<file path="config.mk">
export PLATFORM = sky130hd
export DESIGN_NAME = seq_detect_param_flat
export DESIGN_NICKNAME = d
export VERILOG_FILES = /design/src/rtl/seq_detect_param_if.sv /design/src/rtl/seq_detect_param.sv /design/src/flat_wrapper.sv
export SDC_FILE = /design/constraint.sdc
export NUM_CORES = 1
export LEC_CHECK = 0
export BUFFER_PORTS_ARGS = -buffer_cell sky130_fd_sc_hd__buf_4
export CAP_MARGIN = 0
export CORE_ASPECT_RATIO = 0.75
export CORE_MARGIN = 5
export CORE_UTILIZATION = 50
export DETAILED_ROUTE_END_ITERATION = 7
export PLACE_DENSITY = 0.73
export SLEW_MARGIN = 10
export SYNTH_ARGS = -nofsm -noshare
export SYNTH_HDL_FRONTEND = slang
export SYNTH_SLANG_ARGS = --single-unit
</file>
<file path="constraint.sdc">
create_clock -name clk -period 3 [get_ports clk]
set_clock_uncertainty 0.05 [all_clocks]
set_input_delay 0 -clock clk [delete_from_list [all_inputs] [get_ports clk]]
set_output_delay 0 -clock clk [all_outputs]
set_load 0.03 [all_outputs]
</file>
<file path="src/rtl/seq_detect_param_if.sv">
// Stream/config bundle for the parametrised sequence detector.
// The master drives configuration and the symbol stream; the slave is the detector.
interface seq_detect_param_if #(
    parameter int DW  = 8,
    parameter int LEN = 3,
    parameter int CW  = 16
);
    logic              cfg_load;
    logic [DW*LEN-1:0] pat_i;
    logic              ovl_i;
    logic              valid_i;
    logic [DW-1:0]     data_i;
    logic              cnt_clr;
    logic              armed_o;
    logic              flag_o;
    logic [CW-1:0]     cnt_o;

    modport master (
        output cfg_load, pat_i, ovl_i, valid_i, data_i, cnt_clr,
        input  armed_o, flag_o, cnt_o
    );

    modport slave (
        input  cfg_load, pat_i, ovl_i, valid_i, data_i, cnt_clr,
        output armed_o, flag_o, cnt_o
    );
endinterface

</file>
<file path="src/rtl/seq_detect_param.sv">
// Streaming LEN-symbol sequence detector with a runtime-loadable pattern,
// selectable overlap mode, valid-qualified input and a saturating match counter.
// The last LEN-1 accepted symbols are kept oldest-first in hist_reg[0..LEN-2];
// a match compares that history plus the incoming symbol against the pattern.
module seq_detect_param #(
    parameter int DW  = 8,
    parameter int LEN = 3,
    parameter int CW  = 16
) (
    input  logic               clk,
    input  logic               rst_n,
    seq_detect_param_if.slave  bus
);
    localparam int            FW       = $clog2(LEN);
    localparam logic [FW-1:0] FILL_MAX = FW'(LEN - 1);
    localparam logic [CW-1:0] CNT_MAX  = '1;

    typedef enum logic {IDLE, RUN} state_t;

    state_t            state_reg;
    logic [DW*LEN-1:0] pat_reg;
    logic              ovl_reg;
    logic [DW-1:0]     hist_reg [LEN-1];
    logic [FW-1:0]     fill_reg;
    logic              flag_reg;
    logic              armed_reg;
    logic [CW-1:0]     cnt_reg;

    logic [LEN-1:0]    sym_eq;
    logic              accept;
    logic              match;

    // Per-symbol equality: history slots against pattern symbols 0..LEN-2
    for (genvar gi = 0; gi < LEN - 1; gi++) begin : g_hist_cmp
        assign sym_eq[gi] = (hist_reg[gi] == pat_reg[gi*DW +: DW]);
    end
    assign sym_eq[LEN-1] = (bus.data_i == pat_reg[(LEN-1)*DW +: DW]);

    // Symbols arriving with a config load are discarded, as are stalls
    assign accept = (state_reg == RUN) && bus.valid_i && !bus.cfg_load;
    assign match  = accept && (fill_reg == FILL_MAX) && (&sym_eq);

    // Controller, history shifter, match flag and counter
    always_ff @(posedge clk or negedge rst_n) begin
        if (!rst_n) begin
            state_reg <= IDLE;
            pat_reg   <= '0;
            ovl_reg   <= 1'b0;
            fill_reg  <= '0;
            flag_reg  <= 1'b0;
            armed_reg <= 1'b0;
            cnt_reg   <= '0;
            for (int i = 0; i < LEN - 1; i++) begin
                hist_reg[i] <= '0;
            end
        end else begin
            flag_reg <= 1'b0;
            if (bus.cfg_load) begin
                state_reg <= RUN;
                armed_reg <= 1'b1;
                pat_reg   <= bus.pat_i;
                ovl_reg   <= bus.ovl_i;
                fill_reg  <= '0;
                cnt_reg   <= '0;
            end else begin
                if (accept) begin
                    flag_reg <= match;
                    for (int i = 0; i < LEN - 2; i++) begin
                        hist_reg[i] <= hist_reg[i+1];
                    end
                    hist_reg[LEN-2] <= bus.data_i;
                    // Non-overlap mode restarts the fill so the next match needs LEN fresh symbols
                    if (match && !ovl_reg) begin
                        fill_reg <= '0;
                    end else if (fill_reg != FILL_MAX) begin
                        fill_reg <= fill_reg + 1'b1;
                    end
                end
                // Clear wins over a coincident match increment
                if (bus.cnt_clr) begin
                    cnt_reg <= '0;
                end else if (match && (cnt_reg != CNT_MAX)) begin
                    cnt_reg <= cnt_reg + 1'b1;
                end
            end
        end
    end

    assign bus.armed_o = armed_reg;
    assign bus.flag_o  = flag_reg;
    assign bus.cnt_o   = cnt_reg;
endmodule

</file>
<file path="src/flat_wrapper.sv">
// flat-port wrapper written by rule: the top's interface ports become plain ports
module seq_detect_param_flat 
#(
    parameter int DW  = 8,
    parameter int LEN = 3,
    parameter int CW  = 16
)
  (clk, rst_n, bus_cfg_load, bus_pat_i, bus_ovl_i, bus_valid_i, bus_data_i, bus_cnt_clr, bus_armed_o, bus_flag_o, bus_cnt_o);
  seq_detect_param_if #(.DW(DW), .LEN(LEN), .CW(CW)) bus_i ();
  input  logic clk;
  input  logic rst_n;
  input wire logic [$bits(bus_i.cfg_load)-1:0] bus_cfg_load;
  input wire logic [$bits(bus_i.pat_i)-1:0] bus_pat_i;
  input wire logic [$bits(bus_i.ovl_i)-1:0] bus_ovl_i;
  input wire logic [$bits(bus_i.valid_i)-1:0] bus_valid_i;
  input wire logic [$bits(bus_i.data_i)-1:0] bus_data_i;
  input wire logic [$bits(bus_i.cnt_clr)-1:0] bus_cnt_clr;
  output wire logic [$bits(bus_i.armed_o)-1:0] bus_armed_o;
  output wire logic [$bits(bus_i.flag_o)-1:0] bus_flag_o;
  output wire logic [$bits(bus_i.cnt_o)-1:0] bus_cnt_o;
  assign bus_i.cfg_load = bus_cfg_load;
  assign bus_i.pat_i = bus_pat_i;
  assign bus_i.ovl_i = bus_ovl_i;
  assign bus_i.valid_i = bus_valid_i;
  assign bus_i.data_i = bus_data_i;
  assign bus_i.cnt_clr = bus_cnt_clr;
  assign bus_armed_o = bus_i.armed_o;
  assign bus_flag_o = bus_i.flag_o;
  assign bus_cnt_o = bus_i.cnt_o;
  seq_detect_param #(.DW(DW), .LEN(LEN), .CW(CW)) u_core (.clk(clk), .rst_n(rst_n), .bus(bus_i));
endmodule
</file>
==> out/results.txt, run 1 <==
Cell with the most instances after synthesis: dfrtp_1
Pwr Density: 522 nW/um2
CTS tree: built
HPWL Detailed: 4.39 mm
Clock root buffer: clkbuf_8
Largest stage delay, worst path: 0.61 ns
Largest net degree at the start of global routing: 62
Pint: 1.57 mW
Mapped Cells: 250
Max Cap Viol: 0
DIE AREA: 7480 um2
Initial antenna violation count: 0
Post-synth top area cell: dfrtp_1
Required time worst endpoint: 3.21 ns
Core Area: 5740 um2
Critical Path AT: 2.77 ns
Peak VDD IR: 0.349 mV
Clk pin slew, worst setup/hold paths: 0.07 ns
Startpoint types: register
Cells along the critical path: xnor2_1, nand4_1, nor4_2, nand3_2, or4_1, a21oi_1
Leak: 1.66 nW
Fillers: 435
Clock power share: 37.8%
Crit path kind: register to register
Psw: 0.496 mW
Post-Syn Area: 2920 um2
RSZ-0062 raised after global routing: no
Final setup TNS: 0 ns
Hold Vio Cnt, Final: 0
Sink of the worst hold path: u_core.fill_reg[0]
Fin crit period: 2.56 ns
Max layer used: met4
ANT cells: 0
DR pass1 iterations: 4
R2R depth: 6
Final setup violation count: 0
Most frequent cells after synthesis: 61 x dfrtp_1, 40 x mux2_2, 22 x xnor2_1, 16 x nand2_1
Switching share of power: 24.0%
CP max FO: 24
IO Pins: 56
Avg WL per Cell: 15.1 um
Synth area leaders: dfrtp_1 52%, mux2_2 15%, xnor2_1 6.6%
Fmax: 391 MHz
Worst slew pin tran: 0.746 ns
Worst skew pair latency: 0.33 ns
Met3 routed WL: 396 um
Grt ovf: 0
Logic pwr share: 15.7%
DRC Markers: 0
First-pass GRT wire length: 11.1 mm
Wire length on met2: 2.91 mm
WHS: 0.0457 ns
Postcts setup bufs: 0
Die W: 98.2 um
Final Net Count: 383
Synth unique cells: 31
Reg-to-reg critical path startpoint: u_core.pat_reg[2]
Vias in the first global route: 2205
Main synth FF type: dfrtp_1
Clock tree buffer depth: 2
Slew Limit Fails: 0
Cts bufs inserted: 9
Routability cong.: 0.810
Max reg flops: 24
WP depth: 6
Crit share post-route: 85.3%
Synthesized net count: 290
R2r endpoint: u_core.bus.cnt_o[7]
DRT iter0 DRCs: 116
Worst R2R Setup Slack: 0.44 ns
Worst setup EP type: register
Worst path slowest cell: or4_1
Post-synth ARST share: 100%
Rel. slew slack: 50.2%
CTS H-tree depth: 3
Hold path startpoint: bus_valid_i
Clock sink count: 61
Worst Hold Class: primary input to register
Worst Hold Path Cells: 4
P&R area growth vs syn: 35.8%
Share of cells above drive strength 1: 34.0%
Synth top area share: 52.3%
Ys Warns: 0
Share of power burned in registers: 46.5%
Buf/Inv on CP: 0
Largest delay share family, worst path: simple AND/OR/NAND/NOR gates
Yosys reg bits: 61
Via density: 5.28
Starting density of the core: 50.9%
IO Port Bufs: 55
Row count: 24
Detailed Route WL: 6.43 mm
Outcome: completed
Die Ht: 76.2 um
Tot GR Track Use: 18.6%
Routed Antenna Nets: 0
M1 wire length: 3.07 mm
Sequential cell area fraction in the yosys report: 52.3%
Avg Cell Area, Syn: 11.7 um2
Via count: 2246
Number of synthesized flops with an enable pin: 0
==> worst register-to-register path: cells and delay by family (launching register included) <==
family          cells  cell delay, ns
compound gates      1            0.15
xor+xnor            1            0.27
simple gates        4            1.64
flops               1            0.39
==> layer usage <==
layer,track usage (%),vias up
met3,6.22,8
met4,4.91,0
met2,27.4,66
met5,0,-
li1,-,1095
met1,26.4,1077
==> final cells by class <==
type | count | area, um2 | share of cell area (%)
Clock buffer | 10 | 138 | 3.47
Clock inverter | 5 | 75.1 | 1.89
Inverter | 3 | 11.3 | 0.284
Multi-Input combinational cell | 177 | 1350 | 34.0
Sequential cell | 61 | 1530 | 38.5
Tap cell | 78 | 97.6 | 2.46
Timing Repair Buffer | 91 | 771 | 19.4
==> per-stage QoR <==
stage               worst slack, ns  util, %  cell area [um2]  power [mW]  instances
global placement              0.504     59.3             3400        1.26        375
floorplan                     0.797        -             2920        1.16        250
detailed placement            0.475     59.3             3400        1.26        375
CTS                           0.448     69.1             3970        2.08        425
finish                        0.441     69.1             3970        2.07        425
global route                  0.161     69.1             3970        2.16        425
==> cell usage in the layout, fill, tap and decap left out, drive strengths merged, types with 3 or more instances in the layout <==
cell type | synthesis | final
dfrtp | 61 | 61
buf | 6 | 56
mux2 | 40 | 40
dlygate4sd3 | 0 | 35
xnor2 | 22 | 22
nand2 | 16 | 16
nand4 | 15 | 15
a21oi | 15 | 15
o21ai | 11 | 11
or3 | 11 | 11
clkbuf | 3 | 10
nor2 | 7 | 7
nand3 | 6 | 6
nor3 | 5 | 5
xor2 | 4 | 4
and4 | 4 | 4
or4 | 4 | 4
inv | 3 | 3
o31ai | 3 | 3
clkinv | 0 | 3
nor4 | 3 | 3
==> logic make-up (layout without fill, tap and decap cells) <==
logic type | count (synthesis) | after routing | share of synthesized area [%]
xor+xnor | 26 | 26 | 7.80
simple gates | 77 | 77 | 15.9
compound gates | 30 | 30 | 5.44
flops | 61 | 61 | 52.3
fa+ha+maj | 2 | 2 | 0.857
buf+inv | 12 | 109 | 1.63
mux | 42 | 42 | 16.1
==> power by group through the flow <==
stage	combinational (mW)	sequential [mW]	clock, mW
after floorplan	0.195	0.961	0
after global placement	0.284	0.972	0
after detailed placement	0.289	0.976	0
after CTS	0.326	0.961	0.797
after global routing	0.361	0.971	0.833
final	0.325	0.961	0.782
==> what timing repair did <==
action	in CTS	in global routing
hold buffers	35	0
gates resized for setup	0	0
endpoints found under the hold margin	96	0
==> how the worst max path moves through the flow <==
stage                       startpoint                   to  slack, ns
floorplan             u_core.state_reg  u_core.bus.cnt_o[4]       0.80
global placement    u_core.pat_reg[21]  u_core.bus.cnt_o[7]       0.50
detailed placement   u_core.pat_reg[2]  u_core.bus.cnt_o[7]       0.48
CTS                  u_core.pat_reg[2]  u_core.bus.cnt_o[7]       0.45
global route        u_core.hist_reg[2]  u_core.bus.cnt_o[5]       0.16
finish               u_core.pat_reg[2]  u_core.bus.cnt_o[7]       0.44
(Power assumes the default switching activity.)
==> run 2: changes to the inputs <==
--- a/config.mk
+++ b/config.mk
@@ -9,9 +9,10 @@
 export CAP_MARGIN = 0
 export CORE_ASPECT_RATIO = 0.75
 export CORE_MARGIN = 5
-export CORE_UTILIZATION = 50
+export CORE_UTILIZATION = 45
 export DETAILED_ROUTE_END_ITERATION = 7
-export PLACE_DENSITY = 0.73
+export GPL_TIMING_DRIVEN = 0
+export PLACE_DENSITY = 0.67
 export SLEW_MARGIN = 10
 export SYNTH_ARGS = -nofsm -noshare
 export SYNTH_HDL_FRONTEND = slang
==> out/results.txt, run 2 (synthesized netlist as in run 1, its figures left out) <==
Outcome: completed
RSZ-0062 raised after global routing: no
Most frequent cells in the layout: 61 x dfrtp_1, 55 x buf_4, 40 x mux2_2, 37 x dlygate4sd3_1, 22 x xnor2_1
CTS H-tree depth: 3 (unchanged)
Share of power burned in registers: 49.5% (+3.0 points)
Startpoint types: register
First-pass GRT wire length: 11.3 mm (+1.3%)
Crit share post-route: 83.9% (-1.4 points)
Largest net degree at the start of global routing: 62 (unchanged)
Hold Vio Cnt, Final: 0 (unchanged)
Die W: 103 um (+4.9%)
Routability cong.: 0.804 (-0.64%)
Tot GR Track Use: 18.1% (-0.51 points)
Final setup TNS: 0 ns (unchanged)
Fillers: 515 (+18%)
Logic pwr share: 17.1% (+1.4 points)
P&R area growth vs syn: 36.4%
IO Port Bufs: 55 (unchanged)
Core Area: 6320 um2 (+10%)
Worst slew pin tran: 0.782 ns (+0.0360 ns)
Via density: 5.19 (-1.9%)
R2R depth: 8 (+2)
Starting density of the core: 46.2% (-4.7 points)
Crit path kind: register to register
DRC Markers: 0 (unchanged)
Avg WL per Cell: 15.2 um (+0.44%)
Worst Hold Path Cells: 4 (unchanged)
Worst Hold Class: primary input to register
Rel. slew slack: 47.8% (-2.4 points)
DR pass1 iterations: 4 (unchanged)
Slew Limit Fails: 0 (unchanged)
Max Cap Viol: 0 (unchanged)
Most common cell after layout, fill and taps aside: dfrtp_1
WHS: 0.0799 ns (+0.0342 ns)
Max reg flops: 24 (unchanged)
Psw: 0.507 mW (+2.1%)
Final Net Count: 393 (+2.6%)
Grt ovf: 0 (unchanged)
DIE AREA: 8220 um2 (+9.8%)
Clock root buffer: clkbuf_8
Via count: 2277 (+1.4%)
Pint: 1.43 mW (-8.8%)
Clock sink count: 61 (unchanged)
Vias in the first global route: 2271 (+3.0%)
Critical Path AT: 2.67 ns (-0.10 ns)
Die Ht: 79.8 um (+4.7%)
Fmax: 397 MHz (+1.6%)
CTS tree: built
Worst skew pair latency: 0.34 ns (about the same)
Pwr Density: 487 nW/um2 (-6.6%)
Row count: 25 (+4.2%)
Final setup violation count: 0 (unchanged)
Peak VDD IR: 0.384 mV (+10%)
Cts bufs inserted: 9 (unchanged)
Clk pin slew, worst setup/hold paths: 0.06 ns (about the same)
Leak: 1.65 nW (-0.27%)
Share of cells above drive strength 1: 33.2% (-0.77 points)
DRT iter0 DRCs: 112 (-3.4%)
Detailed Route WL: 6.67 mm (+3.7%)
Fin crit period: 2.52 ns (-0.0410 ns)
Initial antenna violation count: 0 (unchanged)
IO Pins: 56 (unchanged)
Switching share of power: 26.1% (+2.1 points)
ANT cells: 0 (unchanged)
Required time worst endpoint: 3.15 ns (-0.06 ns)
CP max FO: 10 (-58%)
Final core utilization: 63.0% (-6.1 points)
Worst setup EP type: register
Clock tree buffer depth: 2 (unchanged)
Routed Antenna Nets: 0 (unchanged)
Clock power share: 33.4% (-4.4 points)
HPWL Detailed: 4.72 mm (+7.5%)
[run 2: changes by cell type in the layout (fill, tap and decap cells not counted), sizes merged]
cell         change
dlygate4sd3      +2
buf              +5
clkbuf           +5
bufinv           -2
clkinvlp         +1
[run 2: area by class of cell]
type,instances,area [um2],area share (%)
flip-flops and latches,61,1530,38.3
clock inverters,4,22.5,0.566
inverters,3,11.3,0.283
clock buffers,12,155,3.90
well taps,81,101,2.54
multi-input cells,177,1350,33.8
repair buffers,92,783,19.7
plain buffers,9,36.3,0.911
[run 2: path summary, 6_finish.rpt]
| check | slack [ns] | startpoint | end |
|---|---|---|---|
| max | 0.48 | u_core.pat_reg[22] | u_core.bus.cnt_o[8] |
| min reg2reg | 0.48 | u_core.pat_reg[11] | u_core.pat_reg[11] |
| max reg2reg | 0.48 | u_core.pat_reg[22] | u_core.bus.cnt_o[8] |
| min in group asynchronous | 0.24 | rst_n | u_core.pat_reg[6] |
| max in group asynchronous | 2.15 | rst_n | u_core.bus.cnt_o[7] |
| min | 0.08 | bus_valid_i | u_core.fill_reg[0] |
[run 2: layer usage]
layer / GRT usage (%) / share of wire, % / vias to the layer above
met1: 25.5 / 49 / 1093
met4: 5.56 / 1.1 / 0
met3: 5.76 / 5.5 / 9
li1: - / - / 1117
met2: 26.6 / 45 / 58
met5: 0 / 0 / -
[run 2: power by group through the flow]
stage          clock network [mW]  registers [mW]  logic, mW
2_1_floorplan                   0           0.961      0.195
5_1_grt                     0.701           0.969      0.368
3_5_place_dp                    0           0.976      0.294
3_3_place_gp                    0           0.971      0.287
4_1_cts                     0.670           0.960      0.333
6_report                    0.648           0.960      0.332
[run 2: critical path, cell delays in order (launching register included)]
cell and delay [ns]:
dfrtp_1 0.39, xnor2_1 0.33, nand4_1 0.16, nor4_2 0.53, nand3_2 0.22, buf_2 0.23, buf_2 0.21, o21ai_0 0.17
a21oi_1 0.08
[run 2: metrics by stage]
stage / std cells / area, um2 / worst slack (ns) / power, mW
2_1_floorplan: 250 / 2920 / 0.797 / 1.16
3_3_place_gp: 386 / 3430 / 0.589 / 1.26
3_5_place_dp: 386 / 3430 / 0.542 / 1.27
4_1_cts: 439 / 3980 / 0.531 / 1.96
5_1_grt: 439 / 3980 / 0.271 / 2.04
6_report: 439 / 3980 / 0.482 / 1.94
[run 2: repair_timing]
| action | in CTS | in global routing |
|---|---|---|
| buffers inserted | 0 | 0 |
| resized for setup | 0 | 0 |
| endpoints found under the hold margin | 96 | 0 |
| hold buffers | 37 | 0 |
==> run 3: changes to the inputs <==
--- a/config.mk
+++ b/config.mk
@@ -5,6 +5,7 @@
 export SDC_FILE = /design/constraint.sdc
 export NUM_CORES = 1
 export LEC_CHECK = 0
+export ABC_AREA = 1
 export BUFFER_PORTS_ARGS = -buffer_cell sky130_fd_sc_hd__buf_4
 export CAP_MARGIN = 0
 export CORE_ASPECT_RATIO = 0.75
@@ -12,7 +13,7 @@
 export CORE_UTILIZATION = 45
 export DETAILED_ROUTE_END_ITERATION = 7
 export GPL_TIMING_DRIVEN = 0
-export PLACE_DENSITY = 0.67
+export PLACE_DENSITY = 0.69
 export SLEW_MARGIN = 10
 export SYNTH_ARGS = -nofsm -noshare
 export SYNTH_HDL_FRONTEND = slang
==> constraint.sdc (replaced) <==
create_clock -name clk -period 2.1 [get_ports clk]
set_clock_uncertainty 0.05 [all_clocks]
set_input_delay 0 -clock clk [delete_from_list [all_inputs] [get_ports clk]]
set_output_delay 0 -clock clk [all_outputs]
set_load 0.03 [all_outputs]
==> out/results.txt, run 3 <==
Largest stage delay, worst path: 0.40 ns (-0.13 ns)
Die W: 110 um (+7.0%)
Synthesized net count: 514 (+77%)
Grt ovf: 0 (unchanged)
DRC Markers: 0 (unchanged)
First-pass GRT wire length: 16.7 mm (+48%)
Worst Hold Class: primary input to register
Max Cap Viol: 0 (unchanged)
Placed cell areas: 3940 um2 (+15%)
Leak: 2.32 nW (+41%)
Final Net Count: 625 (+59%)
Hold Vio Cnt, Final: 0 (unchanged)
Clock tree buffer depth: 2 (unchanged)
Outcome: completed
Starting density of the core: 46.3% (+0.070 points)
Cts bufs inserted: 9 (unchanged)
Final instance area: 4620 um2 (+16%)
Mapped Cells: 474 (+90%)
P&R area growth vs syn: 36.2%
Detailed Route WL: 10.2 mm (+53%)
Crit path kind: register to register
Max reg flops: 24 (unchanged)
Via count: 3438 (+51%)
Post-synth ARST share: 100% (unchanged)
IO Pins: 56 (unchanged)
Via density: 4.98 (-4.1%)
Share of cells above drive strength 1: 16.3% (-17 points)
Row count: 27 (+8.0%)
Tot GR Track Use: 23.2% (+5.1 points)
Most common cell after layout, fill and taps aside: nand2_1
Power Total: 3.13 mW (+61%)
Worst skew pair latency: 0.34 ns (about the same)
CP max FO: 10 (unchanged)
Pwr Density: 678 nW/um2 (+39%)
Fin crit period: 1.95 ns (-0.570 ns)
DRT iter0 DRCs: 259 (+130%)
Die Ht: 85.2 um (+6.8%)
CTS H-tree depth: 3 (unchanged)
Clock sink count: 61 (unchanged)
Sequential cell area fraction in the yosys report: 45.0% (-7.3 points)
Cells along the critical path: ha_4, nand3_2, nor2_4, nand2_2, nor2_4, nand3_2, o211ai_4, nand2_4, buf_6, nand2_1, nand2_1
Most frequent cells after synthesis: 175 x nand2_1, 61 x dfrtp_1, 60 x inv_1, 36 x o21ai_0, 35 x nor2_1
Reg area: 1530 um2 (+0.16%)
ANT cells: 0 (unchanged)
Synth unique cells: 30 (-3.2%)
Most frequent cells in the layout: 175 x nand2_1, 61 x buf_4, 60 x inv_1, 59 x dfrtp_1, 39 x dlygate4sd3_1
IO Port Bufs: 55 (unchanged)
Slew Limit Fails: 0 (unchanged)
CTS tree: built
Post-Syn Area: 3390 um2 (+16%)
Area of the multi-input gates: 1590 um2 (+18%)
Synth area leaders: dfrtp_1 45%, nand2_1 19%, inv_1 6.6%
Post-synth top area cell: dfrtp_1
Crit share post-route: 92.8% (+8.9 points)
Number of synthesized flops with an enable pin: 0 (unchanged)
HPWL Detailed: 7.10 mm (+50%)
Rel. slew slack: 46.9% (-0.96 points)
Fmax: 513 MHz (+29%)
Fillers: 664 (+29%)
Worst slew pin tran: 0.797 ns (+0.0145 ns)
Core Area: 7330 um2 (+16%)
Final setup violation count: 0 (unchanged)
Vias in the first global route: 3274 (+44%)
Avg WL per Cell: 14.8 um (-2.8%)
Worst setup EP type: register
Peak VDD IR: 0.360 mV (-6.4%)
Cell with the most instances after synthesis: nand2_1
Yosys reg bits: 61 (unchanged)
Initial antenna violation count: 0 (unchanged)
Routability cong.: 0.907 (+13%)
Synth top area share: 45.0% (-7.3 points)
Main synth FF type: dfrtp_1
Largest net degree at the start of global routing: 62 (unchanged)
Clock root buffer: clkbuf_8
Startpoint types: register
Ys Warns: 0 (unchanged)
RSZ-0062 raised after global routing: no
Worst path slowest cell: dfrtp_2
DR pass1 iterations: 5 (+1)
Clk pin slew, worst setup/hold paths: 0.07 ns (about the same)
Required time worst endpoint: 2.29 ns (-0.86 ns)
Routed Antenna Nets: 0 (unchanged)
Critical Path AT: 2.13 ns (-0.54 ns)
Avg Cell Area, Syn: 7.16 um2 (-39%)
DIE AREA: 9400 um2 (+14%)
-- run 3: worst paths after layout --
| path | from | end | slack, ns | cells past startpoint |
|---|---|---|---|---|
| min in group asynchronous | rst_n | u_core.bus.cnt_o[6] | 0.23 | 2 |
| worst max-delay path | u_core.bus.cnt_o[1] | u_core.bus.cnt_o[3] | 0.15 | 11 |
| worst min register to register | u_core.fill_reg[0] | u_core.fill_reg[0] | 0.46 | 2 |
| worst max register to register | u_core.bus.cnt_o[1] | u_core.bus.cnt_o[3] | 0.15 | 11 |
| worst min-delay path | bus_cfg_load | u_core.fill_reg[0] | 0.05 | 6 |
| max in group asynchronous | rst_n | u_core.bus.cnt_o[0] | 1.19 | 2 |
-- run 3: per-stage QoR --
| step | hold WS [ns] | setup WS [ns] | std cells | utilization [%] | setup TNS, ns |
|---|---|---|---|---|---|
| finish | 0.0533 | 0.151 | 691 | 63.0 | 0 |
| global route | 0.0734 | 0.00648 | 691 | 63.0 | 0 |
| CTS | 0.0336 | 0.0137 | 686 | 62.2 | 0 |
| detailed placement | 0.0906 | -0.0933 | 630 | 53.7 | -0.847 |
| global placement | 0.0873 | -0.0815 | 630 | 53.7 | -0.748 |
| floorplan | -0.346 | 0.0787 | 474 | - | 0 |
-- run 3: layout make-up --
class	instances	share of cell area, %
timing repair buffer	100	18.4
multi-input combinational	336	34.4
buffer	15	1.54
inverter	62	5.04
clock inverter	4	1.52
clock buffer	12	3.36
sequential	61	33.1
tap	101	2.73
-- run 3: logic make-up (layout without fill, tap and decap cells) --
logic type | after synthesis | after routing | synth area share, %
adders and majority gates | 2 | 2 | 0.737
muxes | 2 | 2 | 0.664
AOI/OAI and AO/OA | 41 | 41 | 6.64
DFF | 61 | 61 | 45.0
buffers and inverters | 77 | 193 | 8.96
xor gates and xnor gates | 13 | 13 | 3.36
and+or+nand+nor | 278 | 278 | 34.7
-- run 3: critical path: cells and delay by family (launching register included) --
kind                     cells  cell delay, ns
AO/OA/AOI/OAI                1            0.25
adder cells (fa/ha/maj)      1            0.17
buffers and inverters        1            0.18
flip-flops                   1            0.40
AND/OR/NAND/NOR              8            0.78
-- run 3: repair_timing --
action	4_1_cts	5_1_grt
hold buffers	39	0
endpoints found under the setup margin	10	18
endpoints found under the hold margin	95	0
buffers inserted	1	5
gates resized for setup	1	5
pin swaps	1	1
-- run 3: metal layers --
metal	share of wire (%)	vias to the layer above	global-route usage (%)	wire length [um]
met4	0.75	0	5.15	76
met1	49	1591	37.1	5030
met2	42	134	31.7	4280
li1	-	1705	-	-
met5	0	-	0	0
met3	7.9	8	5.02	809
-- run 3: power breakdown --
| part | internal, mW | switching, mW |
|---|---|---|
| sequential | 1.28 | 0.0780 |
| clock | 0.730 | 0.472 |
| combinational | 0.247 | 0.328 |
